===== config.mk =====
export PLATFORM = sky130hd
export DESIGN_NAME = bgsub_frame_sequencer
export DESIGN_NICKNAME = d
export VERILOG_FILES = /design/src/rtl/bgsub_frame_sequencer.sv
export SDC_FILE = /design/constraint.sdc
export NUM_CORES = 1
export LEC_CHECK = 0
export CAP_MARGIN = 10
export CORE_MARGIN = 10
export CORE_UTILIZATION = 25
export DETAILED_ROUTE_END_ITERATION = 8
export DONT_BUFFER_PORTS = 1
export PLACE_DENSITY_LB_ADDON = 0.15
export SYNTH_ARGS = -nofsm -noshare
export SYNTH_HDL_FRONTEND = slang
export SYNTH_SLANG_ARGS = --single-unit

===== constraint.sdc =====
create_clock -name pclk -period 2.2 [get_ports pclk]
set_input_delay 0.22 -clock pclk [delete_from_list [all_inputs] [get_ports pclk]]
set_output_delay 0.22 -clock pclk [all_outputs]
set_load 0.02 [all_outputs]

===== src/rtl/bgsub_frame_sequencer.sv =====
// Per-frame sequencer for the background-subtraction datapath: picks LEARN or COMPARE per frame,
// walks the frame-RAM read addresses and re-times the write/accumulate enables to the RAM read latency.
module bgsub_frame_sequencer #(
  parameter int ADDR_W     = 18,
  parameter int NUM_PIXELS = 76800,
  parameter int RD_LAT     = 2
) (
  input  logic              pclk,
  input  logic              reset,
  input  logic              frame_start,
  input  logic              vtcvde,
  input  logic              learn_req,
  output logic [ADDR_W-1:0] rd_addr,
  output logic              rd_en,
  output logic [ADDR_W-1:0] ref_wr_addr,
  output logic              ref_wr_en,
  output logic              acc_clr,
  output logic              acc_en,
  output logic              ref_valid,
  output logic              frame_done,
  output logic              overrun
);

  localparam int CNT_W = ADDR_W + 1;
  localparam logic [CNT_W-1:0] PIX_END  = CNT_W'(NUM_PIXELS);
  localparam logic [CNT_W-1:0] PIX_LAST = CNT_W'(NUM_PIXELS - 1);
  localparam logic [2:0]       DRAIN_LAST = 3'(RD_LAT - 1);

  typedef enum logic [2:0] {IDLE, LEARN, COMPARE, DRAIN, DONE} state_t;

  state_t           state, state_nxt;
  logic [CNT_W-1:0] pix_cnt;
  logic [2:0]       drain_cnt;
  logic             learn_pend;
  logic             learn_mode;

  logic [RD_LAT-1:0] vld_p;
  logic [ADDR_W-1:0] addr_p [RD_LAT];

  assign rd_addr = pix_cnt[ADDR_W-1:0];

  always_comb begin
    state_nxt  = state;
    rd_en      = 1'b0;
    acc_clr    = 1'b0;
    frame_done = 1'b0;
    overrun    = frame_start && (state != IDLE);
    case (state)
      IDLE: begin
        if (frame_start) begin
          if (learn_pend || !ref_valid) begin
            state_nxt = LEARN;
          end else begin
            state_nxt = COMPARE;
            acc_clr   = 1'b1;
          end
        end
      end
      LEARN, COMPARE: begin
        if (pix_cnt >= PIX_END) begin
          state_nxt = DRAIN;
        end else if (vtcvde) begin
          rd_en = 1'b1;
          if (pix_cnt == PIX_LAST) state_nxt = DRAIN;
        end
      end
      DRAIN: begin
        if (drain_cnt == DRAIN_LAST) state_nxt = DONE;
      end
      DONE: begin
        frame_done = 1'b1;
        state_nxt  = IDLE;
      end
      default: state_nxt = IDLE;
    endcase
  end

  always_ff @(posedge pclk or negedge reset) begin
    if (!reset) begin
      state      <= IDLE;
      pix_cnt    <= '0;
      drain_cnt  <= '0;
      learn_pend <= 1'b0;
      learn_mode <= 1'b0;
      ref_valid  <= 1'b0;
    end else begin
      state <= state_nxt;
      if (rd_en) pix_cnt <= pix_cnt + CNT_W'(1);
      else if (state == DONE) pix_cnt <= '0;
      drain_cnt <= (state == DRAIN) ? drain_cnt + 3'd1 : 3'd0;
      // mode is latched for the whole frame so the tail of the pipeline drains in the right mode
      if (state == IDLE && frame_start) learn_mode <= (state_nxt == LEARN);
      // a request arriving on the LEARN entry cycle keeps the pending flag set
      if (learn_req) learn_pend <= 1'b1;
      else if (state == IDLE && state_nxt == LEARN) learn_pend <= 1'b0;
      if (state == DONE && learn_mode) ref_valid <= 1'b1;
    end
  end

  // p0..p(RD_LAT-1): read-enable/address delay matching the frame-RAM read latency
  always_ff @(posedge pclk or negedge reset) begin
    if (!reset) begin
      vld_p <= '0;
      for (int i = 0; i < RD_LAT; i++) addr_p[i] <= '0;
    end else begin
      vld_p[0]  <= rd_en;
      addr_p[0] <= rd_addr;
      for (int i = 1; i < RD_LAT; i++) begin
        vld_p[i]  <= vld_p[i-1];
        addr_p[i] <= addr_p[i-1];
      end
    end
  end

  assign ref_wr_en   = vld_p[RD_LAT-1] & learn_mode;
  assign acc_en      = vld_p[RD_LAT-1] & ~learn_mode;
  assign ref_wr_addr = addr_p[RD_LAT-1];

endmodule


==> PnR_summary.wiki, run 1 <==
{| class="wikitable"
! Metric !! Value
|-
| Count of state elements after synthesis || 66
|-
| FF-to-FF End || pix_cnt[11]$_DFFE_PN0P_
|-
| Power density normalized to cell area || about 910 nW/um^2
|-
| Routed wire length per instance || approximately 16 um
|-
| Simple-gate share of the synthesized area || between 10% and 20%
|-
| Input/output buffers || 0
|-
| Worst IR Drop VDD || approximately 0.25 mV
|-
| Filler cell count || 1142
|-
| Worst clock skew || roughly 0.0070 ns
|-
| # nets final || roughly 220
|-
| Setup WS post-layout || between 0.3 and 0.4 ns
|-
| Net count of the mapped netlist || 227
|-
| Post-route clock period utilization || between 80% and 90%
|-
| Number of warnings printed during yosys synthesis || 0
|-
| I/O pin count || 48
|-
| Worst reg-to-reg setup slack || roughly 0.40 ns
|-
| Post-Syn Instances || approximately 220
|-
| Mapped Area || ~2700 um^2
|-
| Cell count of the worst hold path || 2
|-
| TritonCTS Sinks || 66
|-
| Final global-route overflow total || 0
|-
| Sequential share of the synthesized area || between 60% and 70%
|-
| Min-delay src || frame_start
|-
| Post-Place Cells || between 300 and 400
|-
| Residual antenna-violating net count after detailed routing || 0
|-
| Post-layout instance count excluding filler cells || roughly 350
|-
| Global-route wire length before repair || ~9300 um
|-
| DRC || 0
|-
| # H-tree levels || 3
|-
| Area added between synthesis and finish || 8.52%
|-
| Number of iterations in the first detailed-routing pass || 4
|-
| Cell area after placement || roughly 2700 um^2
|-
| Worst reg2reg path depth || 5
|-
| Share of layout cells above drive strength 1 || between 10% and 20%
|-
| Insertion delay of the later-clocked pin in the worst-skew pair || around 0.34 ns
|-
| Antenna diode count || 0
|-
| Most common cell after layout, fill and taps aside || dfrtp_1
|-
| Standard-cell rows || 38
|-
| CP arrival || 1.59 ns
|-
| Critical setup path kind || register to output port
|-
| Number of failing setup endpoints in the final timing report || 0
|-
| Final slew viol count || 0
|-
| Unrepaired setup endpoints after global routing || no
|-
| Compound-Gate Fraction of Synth Area || about a tenth
|-
| Number of synthesized flops with an enable pin || 0
|-
| Maximum clock frequency || between 500 and 600 MHz
|-
| Most used DFF post-synth || dfrtp_1
|-
| Clock Tree Buf Depth || 2
|-
| Die span in x || between 100 and 150 um
|-
| Required time at the endpoint of the critical path || between 1.5 and 2 ns
|-
| Critical Path Start || state[1]$_DFF_PN0_
|-
| Critical path peak fanout || 8
|-
| Worst min-delay path class || input port to register
|-
| Effective utilization at floorplan || approximately 25%
|-
| Tightest slew margin relative to the limit || 71.6%
|-
| Die footprint || 15500 um^2
|-
| Post-synthesis xor/xnor area fraction || less than 1%
|-
| Hpwl dp || around 3800 um
|-
| Overall die height || roughly 120 um
|-
| Number of CTS-inserted buffers || 9
|-
| Synth Area in Adders || about 1.8%
|-
| Number of distinct library cells after synthesis || 43
|-
| Combined flip-flop and latch cell area || 1650 um^2
|-
| Drt first-iter violations || 61
|-
| Global placement routability congestion || around 0.75
|-
| Dominant combinational cell family by area after synthesis || simple AND/OR/NAND/NOR gates
|-
| Number of max-cap violations || 0
|-
| Share of synthesized flip-flops with an asynchronous set or reset || 100%
|-
| Routed vias/inst || 4.21
|-
| Total Wirelength || 5620 um
|-
| Element type at the critical path end || output port
|-
| Result of the run || finished, final reports clean
|-
| Clock tree from TritonCTS || done
|-
| Synthesized area divided by synthesized cell count || around 13 um^2
|-
| Slew at the pin closest to its max-slew limit || around 0.42 ns
|-
| R2r startpoint || pix_cnt[17]$_DFFE_PN0P_
|-
| Area taken by multi-input logic gates || 753 um^2
|-
| Portion of netlist area occupied by mux cells || 2.25%
|-
| Initial antenna violation count || 0
|-
| Worst Setup Slack post-DPL || about 0.36 ns
|-
| Setup crit start kind || register
|-
| Total count of hold-check failures in the final report || 0
|-
| Via count of the first global-routing pass || 1598
|-
| Clock Pin Slew Worst Setup and Hold Paths || 0.07 ns
|-
| Total Negative Setup Slacks || 0 ns
|-
| Final period demand of the worst path || ~1.8 ns
|-
| Highest-count cells in the layout ignoring fill and taps || 66 x dfrtp_1, 17 x buf_4, 13 x nand2_1
|-
| Post-Layout Inst Area || between 2000 and 3000 um^2
|-
| Static power due to leakage || between 1 and 1.5 nW
|-
| Hold EP || learn_mode$_DFFE_PN0P_
|-
| CTS Root Cell || clkbuf_8
|-
| Gr usage total || under 10%
|-
| Largest net degree at the start of global routing || 67
|-
| Vias post-DR || about 1500
|-
| Floorplan Core Area || 10700 um^2
|}
## registers in the layout, indices dropped and copies added, names as in the netlist
register,cells
addr_p,18
vld_p,2
ref_valid,1
pix_cnt,19
state,3
learn_mode,1
learn_pend,1
drain_cnt,3
ref_wr_addr,18
## cell families (layout without fill, tap and decap cells)
group | count (synthesis) | after routing
fa+ha+maj | 4 | 4
mux | 6 | 6
xor+xnor | 3 | 3
flops | 66 | 66
compound gates | 32 | 32
simple gates | 59 | 59
buf+inv | 48 | 41
## synth_stat cells, types with 4 or more instances
master	instances	area, um^2
and2_1	4	25.0
o31ai_1	5	37.5
nor3b_1	4	30.0
mux2i_1	5	50.1
nand4_1	4	25.0
nor3_1	4	20.0
ha_1	4	50.1
dfrtp_1	66	1650
inv_1	5	18.8
nand2_1	13	48.8
a21o_1	4	30.0
buf_4	36	270
o211ai_1	4	30.0
nor2_1	7	26.3
nand3_1	8	40.0
## stage by stage
step	util (%)	power, mW	hold WS, ns
floorplan	-	1.70	-0.0756
CTS	27.6	2.77	0.00818
finish	27.6	2.70	0.0375
global placement	25.4	1.72	-0.0724
global route	27.6	2.86	0.0262
detailed placement	25.4	1.72	-0.0726
## report_power, final
part | internal [mW] | switching [mW] | leakage [nW]
logic | 0.101 | 0.186 | 0.404
clock network | 0.546 | 0.441 | 0.0962
registers | 1.32 | 0.104 | 0.882
total | 1.97 | 0.731 | 1.38
## what timing repair did
action                                 CTS  global route
endpoints found under the hold margin   67             0
buffers inserted                         0             0
hold buffers                             3             0
resized for setup                        0             0
## layer usage
metal	track usage [%]	vias to the layer above	routed length (um)
li1	-	712	-
met1	9.76	703	2640
met2	10.0	50	2320
met3	3.32	11	493
met4	5.35	0	170
met5	0	-	0
## area by class of cell
type | instances | share of cell area (%)
Inverter | 6 | 0.760
Clock inverter | 3 | 1.35
Multi-Input combinational cell | 104 | 25.4
Clock buffer | 12 | 4.90
Sequential cell | 66 | 55.7
Tap cell | 140 | 5.91
Timing Repair Buffer | 20 | 5.91
## how the worst max path moves through the flow
stage	slack (ns)	end	cells past startpoint
after floorplan	0.43	pix_cnt[11]$_DFFE_PN0P_	5
after global placement	0.40	pix_cnt[11]$_DFFE_PN0P_	5
after detailed placement	0.36	pix_cnt[11]$_DFFE_PN0P_	5
after CTS	0.34	frame_done	3
after global routing	0.21	pix_cnt[10]$_DFFE_PN0P_	5
final	0.39	acc_clr	2
## critical path: stages (launching register included)
cell	delay, ns
dfrtp_1	0.46
nor3_1	0.42
and3_1	0.38
Note: power is estimated with default switching activity, not from simulation.
==> run 2: changes to the inputs <==
--- a/config.mk
+++ b/config.mk
@@ -5,6 +5,7 @@
 export SDC_FILE = /design/constraint.sdc
 export NUM_CORES = 1
 export LEC_CHECK = 0
+export ABC_AREA = 1
 export CAP_MARGIN = 10
 export CORE_MARGIN = 10
 export CORE_UTILIZATION = 25
==> constraint.sdc (replaced) <==
create_clock -name pclk -period 1.86 [get_ports pclk]
set_input_delay 0.186 -clock pclk [delete_from_list [all_inputs] [get_ports pclk]]
set_output_delay 0.186 -clock pclk [all_outputs]
set_load 0.02 [all_outputs]
==> run 2 against run 1 <==
Net effect: worst setup slack worse by 0.23 ns; total power grew 45%; global-route usage is 0.69 points higher; clock power increased by 64%; sequential power is 22% higher.
==> PnR_summary.wiki, run 2 <==
{| class="wikitable"
! Metric !! Value
|-
| Number of failing setup endpoints in the final timing report || 0 (unchanged)
|-
| Cell type group with the largest total delay on the critical path || simple AND/OR/NAND/NOR gates
|-
| Worst Setup Slack post-DPL || 0.268 ns (-0.0920 ns)
|-
| Largest register FFs || 19 (unchanged)
|-
| Share of synthesized flip-flops with an asynchronous set or reset || 100% (unchanged)
|-
| Number of max-cap violations || 0 (unchanged)
|-
| Setup WS post-layout || 0.160 ns (-0.226 ns)
|-
| Chain of cells forming the critical path || nor2_2 > nand2_1 > nor2_4 > nand2_4 > inv_4
|-
| Total number of cells along the worst setup path || 5 (+3)
|-
| Area added between synthesis and finish || 11.3%
|-
| Sequential share of the synthesized area || 56.0% (-4.5 points)
|-
| Util after Layout || 28.6% (+1.0 points)
|-
| Critical setup path kind || register to output port
|-
| I/O pin count || 48 (unchanged)
|-
| Clock tree from TritonCTS || done
|-
| Number of post-CTS setup repair buffers || 0 (unchanged)
|-
| Die span in x || 129 um (+3.3%)
|-
| Antenna diode count || 0 (unchanged)
|-
| Sum of internal, switching and leakage power || 3.91 mW (+45%)
|-
| Number of distinct library cells after synthesis || 28 (-35%)
|-
| Drt first-iter violations || 98 (+61%)
|-
| Routed wire length per instance || 14.4 um (-10%)
|-
| Net count of the mapped netlist || 306 (+35%)
|-
| Cell count of the worst hold path || 2 (unchanged)
|-
| Count of state elements after synthesis || 66 (unchanged)
|-
| TritonCTS Sinks || 66 (unchanged)
|-
| # nets final || 298 (+38%)
|-
| Via count of the first global-routing pass || 1839 (+15%)
|-
| Post-Syn Instances || 297 (+36%)
|-
| Input/output buffers || 0 (unchanged)
|-
| CTS Root Cell || clkbuf_16
|-
| Global-route wire length before repair || 10300 um (+10%)
|-
| Most used DFF post-synth || dfrtp_1
|-
| Total Wirelength || 6260 um (+11%)
|-
| Hpwl dp || 4440 um (+17%)
|-
| Overall die height || 129 um (+3.3%)
|-
| Element type at the critical path end || output port
|-
| Slew at the pin closest to its max-slew limit || 0.681 ns (+0.259 ns)
|-
| Floorplan Core Area || 11500 um^2 (+6.7%)
|-
| Mapped Area || 2950 um^2 (+8.0%)
|-
| Routed vias/inst || 4.17 (-0.89%)
|-
| Insertion delay of the later-clocked pin in the worst-skew pair || 0.34 ns (about the same)
|-
| Setup crit start kind || register
|-
| Clock Tree Buf Depth || 2 (unchanged)
|-
| Share of layout cells above drive strength 1 || 20.2% (+2.7 points)
|-
| Register ranked first by flip-flop count || pix_cnt
|-
| Top-area cell type share of the netlist area || 56.0% (-4.5 points)
|-
| Main area contributors after synthesis || dfrtp_1 56%, buf_4 9.2%, nand2_1 6.0%, nand3_1 4.4%, nor2_1 3.7%
|-
| Unrepaired setup endpoints after global routing || no
|-
| Worst reg2reg path depth || 7 (+2)
|-
| Required time at the endpoint of the critical path || 1.67 ns (-0.31 ns)
|-
| Number of warnings printed during yosys synthesis || 0 (unchanged)
|-
| Filler cell count || 1188 (+4.0%)
|-
| Slowest stage cell, crit path || dfrtp_1
|-
| Most common cell in the synthesized netlist || dfrtp_1
|-
| Number of iterations in the first detailed-routing pass || 4 (unchanged)
|-
| Initial antenna violation count || 0 (unchanged)
|-
| Effective utilization at floorplan || 25.7% (+0.31 points)
|-
| Result of the run || finished, final reports clean
|-
| Tightest slew margin relative to the limit || 54.5% (-17 points)
|-
| Worst IR Drop VDD || 0.609 mV (+150%)
|-
| Largest net degree at the start of global routing || 67 (unchanged)
|-
| Worst clock skew || 0.00548 ns (-0.00157 ns)
|-
| DRC || 0 (unchanged)
|-
| Number of synthesized flops with an enable pin || 0 (unchanged)
|-
| Synthesized area divided by synthesized cell count || 9.93 um^2 (-21%)
|-
| Critical path peak fanout || 9 (+1)
|-
| Crit path buf inv count || 1 (+1)
|-
| Worst min-delay path class || input port to register
|-
| Top cells by instance count after synthesis || 66 x dfrtp_1, 47 x nand2_1, 36 x buf_4
|-
| Highest-count cells in the layout ignoring fill and taps || 66 x dfrtp_1, 47 x nand2_1, 28 x nor2_1
|-
| # H-tree levels || 3 (unchanged)
|-
| Most common cell after layout, fill and taps aside || dfrtp_1
|-
| Residual antenna-violating net count after detailed routing || 0 (unchanged)
|-
| Static power due to leakage || 1.59 nW (+15%)
|-
| Total Negative Setup Slacks || 0 ns (unchanged)
|-
| Number of CTS-inserted buffers || 9 (unchanged)
|-
| Maximum clock frequency || 588 MHz
|-
| Total count of hold-check failures in the final report || 0 (unchanged)
|-
| Power density normalized to cell area || 1190 nW/um^2 (+31%)
|-
| Final global-route overflow total || 0 (unchanged)
|-
| CP arrival || 1.51 ns (-0.08 ns)
|-
| Gr usage total || 8.34% (+0.69 points)
|-
| Global placement routability congestion || 0.830 (+11%)
|-
| Vias post-DR || 1813 (+23%)
|-
| Die footprint || 16500 um^2 (+6.7%)
|-
| Standard-cell rows || 39 (+2.6%)
|-
| Final slew viol count || 0 (unchanged)
|-
| Max incr delay on CP || 0.48 ns (+0.02 ns)
|-
| Synth area leader || dfrtp_1
|-
| Final period demand of the worst path || ~1.7 ns
|-
| Clock Pin Slew Worst Setup and Hold Paths || 0.05 ns (-0.02 ns)
|-
| Post-route clock period utilization || between 90% and 100%
|}
run 2: final cells by class:
type                    instances  area, um^2  area share (%)
repair buffers                 20         175            5.34
clock buffers                  11         233            7.09
flip-flops and latches         66        1650            50.3
well taps                     143         179            5.45
clock inverters                 3        42.5            1.30
inverters                      31         119            3.62
multi-input cells             161         882            26.9
run 2: cells by family after synthesis:
| logic type | Yosys count | synth area share [%] |
|---|---|---|
| flops | 66 | 56.0 |
| simple gates | 127 | 20.4 |
| xor+xnor | 8 | 2.38 |
| buf+inv | 70 | 14.2 |
| fa+ha+maj | 4 | 1.70 |
| compound gates | 22 | 5.30 |
run 2: routing by layer:
layer / vias to the layer above / global-route usage [%] / wire (um)
met5: - / 0 / 0
li1: 892 / - / -
met1: 851 / 10.4 / 2880
met4: 0 / 4.58 / 177
met2: 55 / 11.0 / 2570
met3: 15 / 4.85 / 639
run 2: timing repair:
item                                    4_1_cts  5_1_grt
resized for setup                             1        1
hold buffers                                  3        0
endpoints found under the hold margin        67        0
cloned                                        0        0
endpoints found under the setup margin        1        1
run 2: power breakdown:
part	total, mW	switching (mW)	internal (mW)	leakage, nW
combinational	0.544	0.380	0.164	0.560
clock	1.62	0.599	1.02	0.131
sequential	1.75	0.155	1.59	0.895
run 2: worst register-to-register path, stage by stage (launching register included):
cell     delay, ns
dfrtp_1       0.48
nor2_2        0.16
nand2_1       0.10
nor2_4        0.15
nand2_4       0.11
buf_4         0.24
nand3_1       0.12
o21ai_2       0.06
run 2: metrics by stage:
step / cell area [um^2] / cells / hold WS, ns
finish: 3280 / 435 / 0.0176
floorplan: 2950 / 297 / -0.110
global route: 3280 / 435 / 0.0162
global placement: 2950 / 418 / -0.106
detailed placement: 2950 / 418 / -0.107
CTS: 3280 / 435 / 0.00593
run 2: path summary, 6_finish.rpt:
check,end,slack [ns],startpoint
min reg2reg,ref_wr_addr[3]$_DFF_PN0_,0.34,addr_p[21]$_DFF_PN0_
min in group asynchronous,ref_wr_addr[6]$_DFF_PN0_,0.38,reset
max reg2reg,pix_cnt[11]$_DFFE_PN0P_,0.31,pix_cnt[17]$_DFFE_PN0P_
max in group asynchronous,drain_cnt[1]$_DFF_PN0_,1.20,reset
max,rd_en,0.16,pix_cnt[17]$_DFFE_PN0P_
min,learn_mode$_DFFE_PN0P_,0.02,frame_start
